--- src/rtl/musa_pkg.sv ---
// musa_pkg: shared size/exception codes, FSM encoding and alignment helper for the MEM stage
package musa_pkg;
  typedef enum logic [1:0] {SZ_BYTE = 2'b00, SZ_HALF = 2'b01, SZ_WORD = 2'b10} mem_size_e;
  typedef enum logic {IDLE, ACCESS} state_e;
  localparam logic [1:0] EXC_NONE = 2'b00;
  localparam logic [1:0] EXC_MISALIGN = 2'b01;
  localparam logic [1:0] EXC_TIMEOUT = 2'b10;
  // reserved size 11 behaves as word, so it needs word alignment
  function automatic logic misaligned(input logic [1:0] size, input logic [1:0] off);
    return (size == SZ_BYTE) ? 1'b0 : (size == SZ_HALF) ? off[0] : (off != 2'b00);
  endfunction
endpackage

--- src/rtl/mem_stage_if.sv ---
// mem_stage_if: req/ack data-memory bus between the MEM stage and memory
interface mem_stage_if;
  logic mem_req;
  logic mem_we;
  logic [31:0] mem_addr;
  logic [31:0] mem_wdata;
  logic [3:0] mem_be;
  logic mem_ack;
  logic [31:0] mem_rdata;
  modport master (output mem_req, mem_we, mem_addr, mem_wdata, mem_be, input mem_ack, mem_rdata);
  modport slave (input mem_req, mem_we, mem_addr, mem_wdata, mem_be, output mem_ack, mem_rdata);
endinterface

--- src/rtl/mem_stage_align.sv ---
// mem_align: byte-lane enables, store replication and load extract/extend
module mem_align
  import musa_pkg::*;
(
  input  logic [1:0]  size,
  input  logic        uns,
  input  logic [1:0]  off,
  input  logic [31:0] sd,
  input  logic [31:0] rdata,
  output logic [3:0]  be,
  output logic [31:0] wdata,
  output logic [31:0] ldata
);
  logic [7:0] b;
  logic [15:0] h;
  always_comb begin
    b = rdata[{off, 3'b000} +: 8];
    h = rdata[{off[1], 4'b0000} +: 16];
    be = (size == SZ_BYTE) ? 4'b0001 << off : (size == SZ_HALF) ? 4'b0011 << off : 4'b1111;
    wdata = (size == SZ_BYTE) ? {4{sd[7:0]}} : (size == SZ_HALF) ? {2{sd[15:0]}} : sd;
    ldata = (size == SZ_BYTE) ? {{24{~uns & b[7]}}, b} :
            (size == SZ_HALF) ? {{16{~uns & h[15]}}, h} : rdata;
  end
endmodule

--- src/rtl/mem_stage.sv ---
// mem_stage: MEM pipeline stage; req/ack memory access with timeout, load alignment, MEM/WB registers
module mem_stage
  import musa_pkg::*;
#(
  parameter int TIMEOUT_CYCLES = 255
) (
  input  logic        clk,
  input  logic        reset,
  input  logic        valid_in,
  input  logic [31:0] alu_result,
  input  logic [31:0] store_data,
  input  logic        mem_read,
  input  logic        mem_write,
  input  logic [1:0]  mem_size,
  input  logic        mem_unsigned,
  input  logic [4:0]  rd_in,
  input  logic        reg_write_in,
  mem_stage_if.master mem,
  output logic        stall,
  output logic        wb_valid,
  output logic [31:0] wb_data,
  output logic [4:0]  wb_rd,
  output logic        wb_reg_write,
  output logic [1:0]  wb_exc
);
  state_e state, state_n;
  logic [7:0] cnt;
  logic [31:0] addr_q, sd_q, ldata, wdata;
  logic [1:0] size_q;
  logic uns_q, we_q, rw_q;
  logic [4:0] rd_q;
  logic [3:0] be;
  logic mem_op, mis, accept, timeout, req;
  mem_align u_align (
    .size(size_q), .uns(uns_q), .off(addr_q[1:0]), .sd(sd_q), .rdata(mem.mem_rdata),
    .be(be), .wdata(wdata), .ldata(ldata)
  );
  always_comb begin
    mem_op = valid_in & (mem_read | mem_write);
    mis = misaligned(mem_size, alu_result[1:0]);
    accept = (state == IDLE) & mem_op & ~mis;
    req = state == ACCESS;
    timeout = req & ~mem.mem_ack & (cnt == 8'(TIMEOUT_CYCLES - 1));
    state_n = (state == IDLE) ? (accept ? ACCESS : IDLE) : ((mem.mem_ack | timeout) ? IDLE : ACCESS);
    stall = reset & ((state == IDLE) ? accept : ~(mem.mem_ack | timeout));
  end
  assign mem.mem_req = req;
  assign mem.mem_we = req & we_q;
  assign mem.mem_addr = req ? {addr_q[31:2], 2'b00} : '0;
  assign mem.mem_wdata = req ? wdata : '0;
  assign mem.mem_be = req ? be : '0;
  always_ff @(posedge clk or negedge reset) begin
    if (!reset) begin
      state <= IDLE;
      cnt <= '0;
      addr_q <= '0;
      sd_q <= '0;
      size_q <= '0;
      uns_q <= 1'b0;
      we_q <= 1'b0;
      rw_q <= 1'b0;
      rd_q <= '0;
      wb_valid <= 1'b0;
      wb_data <= '0;
      wb_rd <= '0;
      wb_reg_write <= 1'b0;
      wb_exc <= EXC_NONE;
    end else begin
      state <= state_n;
      if (state == IDLE) begin
        cnt <= '0;
        addr_q <= alu_result;
        sd_q <= store_data;
        size_q <= mem_size;
        uns_q <= mem_unsigned;
        we_q <= mem_write;
        rd_q <= rd_in;
        rw_q <= reg_write_in;
        wb_valid <= valid_in & ~accept;
        wb_data <= alu_result;
        wb_rd <= rd_in;
        wb_reg_write <= valid_in & ~(mem_read | mem_write) & reg_write_in;
        wb_exc <= (mem_op & mis) ? EXC_MISALIGN : EXC_NONE;
      end else begin
        cnt <= cnt + 8'd1;
        wb_valid <= mem.mem_ack | timeout;
        wb_data <= (mem.mem_ack & ~we_q) ? ldata : addr_q;
        wb_rd <= rd_q;
        wb_reg_write <= mem.mem_ack & ~we_q & rw_q;
        wb_exc <= timeout ? EXC_TIMEOUT : EXC_NONE;
      end
    end
  end
endmodule

--- src/flat_wrapper.sv ---
// flat-port wrapper written by rule: the top's interface ports become plain ports
module mem_stage_flat import musa_pkg::*;
#(
  parameter int TIMEOUT_CYCLES = 255
)
  (clk, reset, valid_in, alu_result, store_data, mem_read, mem_write, mem_size, mem_unsigned, rd_in, reg_write_in, stall, wb_valid, wb_data, wb_rd, wb_reg_write, wb_exc, mem_mem_req, mem_mem_we, mem_mem_addr, mem_mem_wdata, mem_mem_be, mem_mem_ack, mem_mem_rdata);
  mem_stage_if mem_i ();
  input  logic clk;
  input  logic reset;
  input  logic valid_in;
  input  logic [31:0] alu_result;
  input  logic [31:0] store_data;
  input  logic mem_read;
  input  logic mem_write;
  input  logic [1:0] mem_size;
  input  logic mem_unsigned;
  input  logic [4:0] rd_in;
  input  logic reg_write_in;
  output logic stall;
  output logic wb_valid;
  output logic [31:0] wb_data;
  output logic [4:0] wb_rd;
  output logic wb_reg_write;
  output logic [1:0] wb_exc;
  output wire logic [$bits(mem_i.mem_req)-1:0] mem_mem_req;
  output wire logic [$bits(mem_i.mem_we)-1:0] mem_mem_we;
  output wire logic [$bits(mem_i.mem_addr)-1:0] mem_mem_addr;
  output wire logic [$bits(mem_i.mem_wdata)-1:0] mem_mem_wdata;
  output wire logic [$bits(mem_i.mem_be)-1:0] mem_mem_be;
  input wire logic [$bits(mem_i.mem_ack)-1:0] mem_mem_ack;
  input wire logic [$bits(mem_i.mem_rdata)-1:0] mem_mem_rdata;
  assign mem_mem_req = mem_i.mem_req;
  assign mem_mem_we = mem_i.mem_we;
  assign mem_mem_addr = mem_i.mem_addr;
  assign mem_mem_wdata = mem_i.mem_wdata;
  assign mem_mem_be = mem_i.mem_be;
  assign mem_i.mem_ack = mem_mem_ack;
  assign mem_i.mem_rdata = mem_mem_rdata;
  mem_stage #(.TIMEOUT_CYCLES(TIMEOUT_CYCLES)) u_core (.clk(clk), .reset(reset), .valid_in(valid_in), .alu_result(alu_result), .store_data(store_data), .mem_read(mem_read), .mem_write(mem_write), .mem_size(mem_size), .mem_unsigned(mem_unsigned), .rd_in(rd_in), .reg_write_in(reg_write_in), .mem(mem_i), .stall(stall), .wb_valid(wb_valid), .wb_data(wb_data), .wb_rd(wb_rd), .wb_reg_write(wb_reg_write), .wb_exc(wb_exc));
endmodule
--- config.mk ---
export PLATFORM = sky130hd
export DESIGN_NAME = mem_stage_flat
export DESIGN_NICKNAME = d
export VERILOG_FILES = /design/src/rtl/musa_pkg.sv /design/src/rtl/mem_stage_if.sv /design/src/rtl/mem_stage_align.sv /design/src/rtl/mem_stage.sv /design/src/flat_wrapper.sv
export SDC_FILE = /design/constraint.sdc
export NUM_CORES = 1
export LEC_CHECK = 0
export ABC_AREA = 1
export CAP_MARGIN = 20
export CORE_UTILIZATION = 49
export DETAILED_ROUTE_END_ITERATION = 6
export GPL_ROUTABILITY_DRIVEN = 0
export PLACE_DENSITY = 0.83
export SYNTH_ARGS = -nofsm -noshare
export SYNTH_HDL_FRONTEND = slang
export SYNTH_SLANG_ARGS = --single-unit
--- constraint.sdc ---
create_clock -name clk -period 2.25 [get_ports clk]
set_input_delay 0.3375 -clock clk [delete_from_list [all_inputs] [get_ports clk]]
set_output_delay 0.3375 -clock clk [all_outputs]
set_load 0.05 [all_outputs]
# Word-level counts from Yosys, hierarchy flattened
# Cells that the tools add are included.
# Widths: inputs -> output; s select.
# word_totals
register_bits,119
latchBits,0
ram_bits,0
rom_bits,0
input_bits,111
output_inout_bits,112
wordCells,72
mem_count,0
# op_classes
n_addsub,1
mul,0
n_div,0
n_lt_le_gt_ge,0
eq_ne,3
n_shift,4
mux,23
bitwise_logic,25
n_reduce_logical,3
# ops
operator,count
$mux 32,8
$shiftx 32x6->16,1
$shiftx 32x6->8,1
$and 1x1->1,15
$mux 4,3
$mux 1,9
$add 8x1->8 const B,1
$eq 8x8->1 const B,1
$mux 8,1
$not 1->1,8
$eq 2x1->1 const B,2
$logic_not 2->1,2
$mux 2,2
$shl 1x2->4 const A,1
$shl 2x2->4 const A,1
$or 1x1->1,2
$reduce_bool 2->1,1

# Longest topological paths before layout
# logic_depth
ltp_word,8
depth_mapped,10
ltp_nobuf,9

# Modules after synthesis
# A second synthesis with hierarchy kept.
# unflattened
cells_unflattened,972
hier_area_um2,6693.9
# by_module_without_submodules
module,n_inst,cells_each,area_per_inst_um2,seq_area_each_um2
mem_stage,1,640,5154.9,2977.9
mem_align,1,332,1539.0,0.0

# Least setup slack after synthesis
# No wires, ideal clock.
# synth_path
kind,reg2out
startpoint,"register u_core.state, in the netlist u_core.mem.mem_req"
endpoint,output mem_mem_wdata[17]
arrival_ns,2.399
required_time_ns,1.913
setup_slack_ns,-0.486
stages_incl_launch_ff,6
path_buffers,3
cell_sequence,dfrtp_1 buf_2 buf_4 buf_2 nand2_1 o21ai_0
# synth_via
elab_chain_cells,1
# synth_rtl
element,line,text
"start, declared",mem_stage.sv:26,"state_e state, state_n;"
"start signal, assigned",mem_stage.sv:69,state <= state_n;
$mux 32,mem_stage.sv:50,assign mem.mem_wdata = req ? wdata : '0;
"end, declared",flat_wrapper.sv:28,output wire logic [$bits(mem_i.mem_wdata)-1:0] mem_mem_wdata;
# Every way passes these cells.

# Worst setup path in the final report
# layout_path
startpoint,"register u_core.state, in the netlist u_core.mem.mem_req"
endpoint,output mem_mem_wdata[25]
# The elaborated chain is that of the path after synthesis.

==> impl_metrics.env <==
export IMPL_status="finished clean"
export IMPL_cp_data_required_time_ns=1.91
export IMPL_wl_um=19600
export IMPL_pre_cts_slack_ns=0.273
export IMPL_clk_path_buf_depth=2
export IMPL_power_share_clock_pct=33.5
export IMPL_vias=6346
export IMPL_switching_power_mw=3.02
export IMPL_dp_hpwl_um=13700
export IMPL_layout_setup_ws_ns=0.0864
export IMPL_synthToLayoutAreaGrowth_pct=56.7
export IMPL_fin_crit_ns=2.16
export IMPL_diodes=0
export IMPL_crit_arrival_ns=1.83
export IMPL_grt_pass1_vias=6157
export IMPL_syn_avg_cell_area_sq_um=7.45
export IMPL_critical_path_class="flop to output pin"
export IMPL_insertion_delay_ns=0.41
export IMPL_core_sq_um=12100
export IMPL_power_density_nw_per_um2=883
export IMPL_io_buffers=220
export IMPL_holdBufCountCts=0
export IMPL_grtUsageTotal_pct=31.1
export IMPL_start_kind="flop"
export IMPL_rsz0062_at_grt="yes"
export IMPL_overflow=0
export IMPL_pwr_share_comb_pct=36.0
export IMPL_setup_viol=0
export IMPL_drv_cap=0
export IMPL_hold_path_class="input port to asynchronous set/reset pin"
export IMPL_postRouteAntennaNets=0
export IMPL_cts_sinks=119
export IMPL_worstRegToRegCells=6
export IMPL_drc=0
export IMPL_worstPathMaxFanout=35
export IMPL_r2r_setup_slack_ns=0.52
export IMPL_ys_ff_latch=119
export IMPL_cts_root_buf="clkbuf_16"
export IMPL_ios=223
export IMPL_antenna_found_initial=0
export IMPL_maxSlewHeadroom_pct=54.7
export IMPL_die_w_um=114
export IMPL_wl_per_cell_um=16.0
export IMPL_numCtsBuffers=17
export IMPL_p_leak_nw=5.03
export IMPL_placementRows=40
export IMPL_yosysUniqueCellTypes=34
export IMPL_max_freq_mhz=462
export IMPL_vias_per_cell=5.19
export IMPL_r2r_start="u_core.mem.mem_req"
export IMPL_netlist_area_sq_um=6130
export IMPL_switching_share_pct=35.7
export IMPL_period_share_pct=96.2
export IMPL_irDropWorstVdd_uv=428
export IMPL_dieHeight_um=114
export IMPL_tightestPinTransition_ns=0.679
export IMPL_drt_iter0_drc=488
export IMPL_fillers=838
export IMPL_cp_end_kind="output pin"
export IMPL_seq_area_frac_synth_pct=48.6
export IMPL_layout_drive_gt1_share_pct=14.6
export IMPL_cts_htree_levels=4
export IMPL_p_seq_share_pct=30.5
export IMPL_internal_power_mw=5.45
export IMPL_dieArea_sq_um=13000
export IMPL_netlist_instances=822
export IMPL_cts_tree="yes"
export IMPL_initial_core_util_pct=50.6
export IMPL_drtPass1Iterations=7
export IMPL_hold_violations=0
export IMPL_grt_max_degree=120
export IMPL_path_clk_slew_ns=0.05
export IMPL_grt_pass1_wl_um=30500
export IMPL_postLayoutCoreUtil_pct=79.2
export IMPL_ys_warn_count=0
export IMPL_reg2reg_to="u_core.wb_data[31]"
export IMPL_slew_viol_final=0
export IMPL_nets=1158
export IMPL_finalClockSkew_ns=0.00758
[per-stage QoR]
step | total power [mW] | TNS [ns] | instance area (sq um) | hold WS, ns | instances
after floorplan | 4.37 | 0 | 6170 | 0.0419 | 823
after detailed placement | 5.62 | 0 | 8910 | 0.462 | 1185
after global routing | 8.82 | -0.0108 | 9600 | 0.0990 | 1222
after CTS | 8.47 | -0.00795 | 9550 | 0.0867 | 1218
after global placement | 5.58 | 0 | 8910 | 0.456 | 1185
final | 8.47 | 0 | 9600 | 0.000593 | 1222
[critical path, cell delays in order, from the launching register on]
cell and delay, ns:
dfrtp_4 0.55, buf_12 0.23, nand2_1 0.14, o211ai_1 0.31
buf_12 0.18
[routing by layer]
layer / track usage [%] / up-vias / share of wire, %
met5: 0 / - / 0
met4: 11.9 / 0 / 2.6
met3: 10.7 / 39 / 9.7
met2: 53.6 / 332 / 50
met1: 35.6 / 2985 / 38
li1: - / 2990 / -
[kinds of logic (layout without fill, tap and decap cells)]
family                     Yosys count  after routing  share of synthesized area [%]
AOI/OAI and AO/OA                  101            101                           9.19
xor gates and xnor gates             1              1                          0.143
adders and majority gates            6              6                           1.23
buffers and inverters              163            394                           11.4
DFF                                119            119                           48.6
other                                1              2                         0.0612
and+or+nand+nor                    431            431                           29.4
[area by class of cell]
type | instances | area, sq um | area share, %
clock buffers | 25 | 505 | 5.27
inverters | 121 | 463 | 4.82
flip-flops and latches | 119 | 2980 | 31.1
multi-input cells | 541 | 2510 | 26.1
repair inverters | 1 | 7.51 | 0.0782
clock inverters | 7 | 115 | 1.20
well taps | 168 | 210 | 2.19
repair buffers | 240 | 2810 | 29.2
[flip-flops by register name, indices dropped and copies added, names as in the netlist, 2 cells and up]
name and cells:
u_core.cnt 8, u_core.wb_rd 5, u_core.addr_q 32, u_core.wb_data 32, u_core.sd_q 32, u_core.wb_exc 2, u_core.size_q 2
[Yosys cell counts, drive strengths merged]
| cell | instances | share of area [%] |
|---|---|---|
| nand2 | 301 | 19 |
| inv | 121 | 7.5 |
| dfrtp | 119 | 49 |
| nand3 | 60 | 5.2 |
| nor2 | 55 | 3.8 |
| o21ai | 51 | 4.2 |
| buf | 36 | 3.5 |
| a21oi | 25 | 2.0 |
| o211ai | 17 | 2.1 |
| nand4 | 11 | 1.2 |
| clkbuf | 6 | 0.37 |
| ha | 6 | 1.2 |
| o22ai | 4 | 0.41 |
| nor3 | 2 | 0.16 |
| nor4 | 2 | 0.20 |
| a21boi | 1 | 0.12 |
| a31oi | 1 | 0.10 |
| conb | 1 | 0.061 |
| o21bai | 1 | 0.12 |
| o32ai | 1 | 0.14 |
| xor2 | 1 | 0.14 |
[power by group through the flow]
| stage | sequential, mW | combinational (mW) | clock [mW] |
|---|---|---|---|
| after floorplan | 3.02 | 1.35 | 0 |
| after global placement | 2.61 | 2.97 | 0 |
| after detailed placement | 2.62 | 3.00 | 0 |
| after CTS | 2.59 | 3.03 | 2.86 |
| after global routing | 2.61 | 3.24 | 2.97 |
| final | 2.59 | 3.05 | 2.84 |
[how the worst max path moves through the flow]
stage | from | depth (start not counted) | slack (ns) | end
floorplan | u_core.mem.mem_req | 5 | 0.03 | mem_mem_wdata[17]
global placement | mem_size[1] | 7 | 0.39 | stall
detailed placement | mem_size[1] | 7 | 0.27 | stall
CTS | u_core.size_q[1] | 5 | -0.008 | mem_mem_be[1]
global route | u_core.size_q[1] | 5 | -0.008 | mem_mem_be[3]
finish | u_core.mem.mem_req | 4 | 0.09 | mem_mem_wdata[25]
[timing repair]
action	4_1_cts	5_1_grt
resized for setup	3	6
setup buffers	0	4
cloned	1	0
endpoints found under the hold margin	0	0
pin swaps	0	1
endpoints found under the setup margin	3	17
[cells in the final DEF, fill, tap and decap left out, drive strengths merged]
cell type / synthesis / layout
clkinv: 0 / 2
a31oi: 1 / 1
o211ai: 17 / 17
o22ai: 4 / 4
nor3: 2 / 2
bufinv: 0 / 3
dfrtp: 119 / 119
conb: 1 / 2
buf: 36 / 90
nand2: 301 / 301
nor4: 2 / 2
o21ai: 51 / 51
nor2: 55 / 55
clkdlybuf4s50: 0 / 150
ha: 6 / 6
o32ai: 1 / 1
inv: 121 / 120
nand4: 11 / 11
clkinvlp: 0 / 4
nand3: 60 / 60
a21boi: 1 / 1
o21bai: 1 / 1
xor2: 1 / 1
clkbuf: 6 / 25
a21oi: 25 / 25
Power figures use the tool's default switching activity.
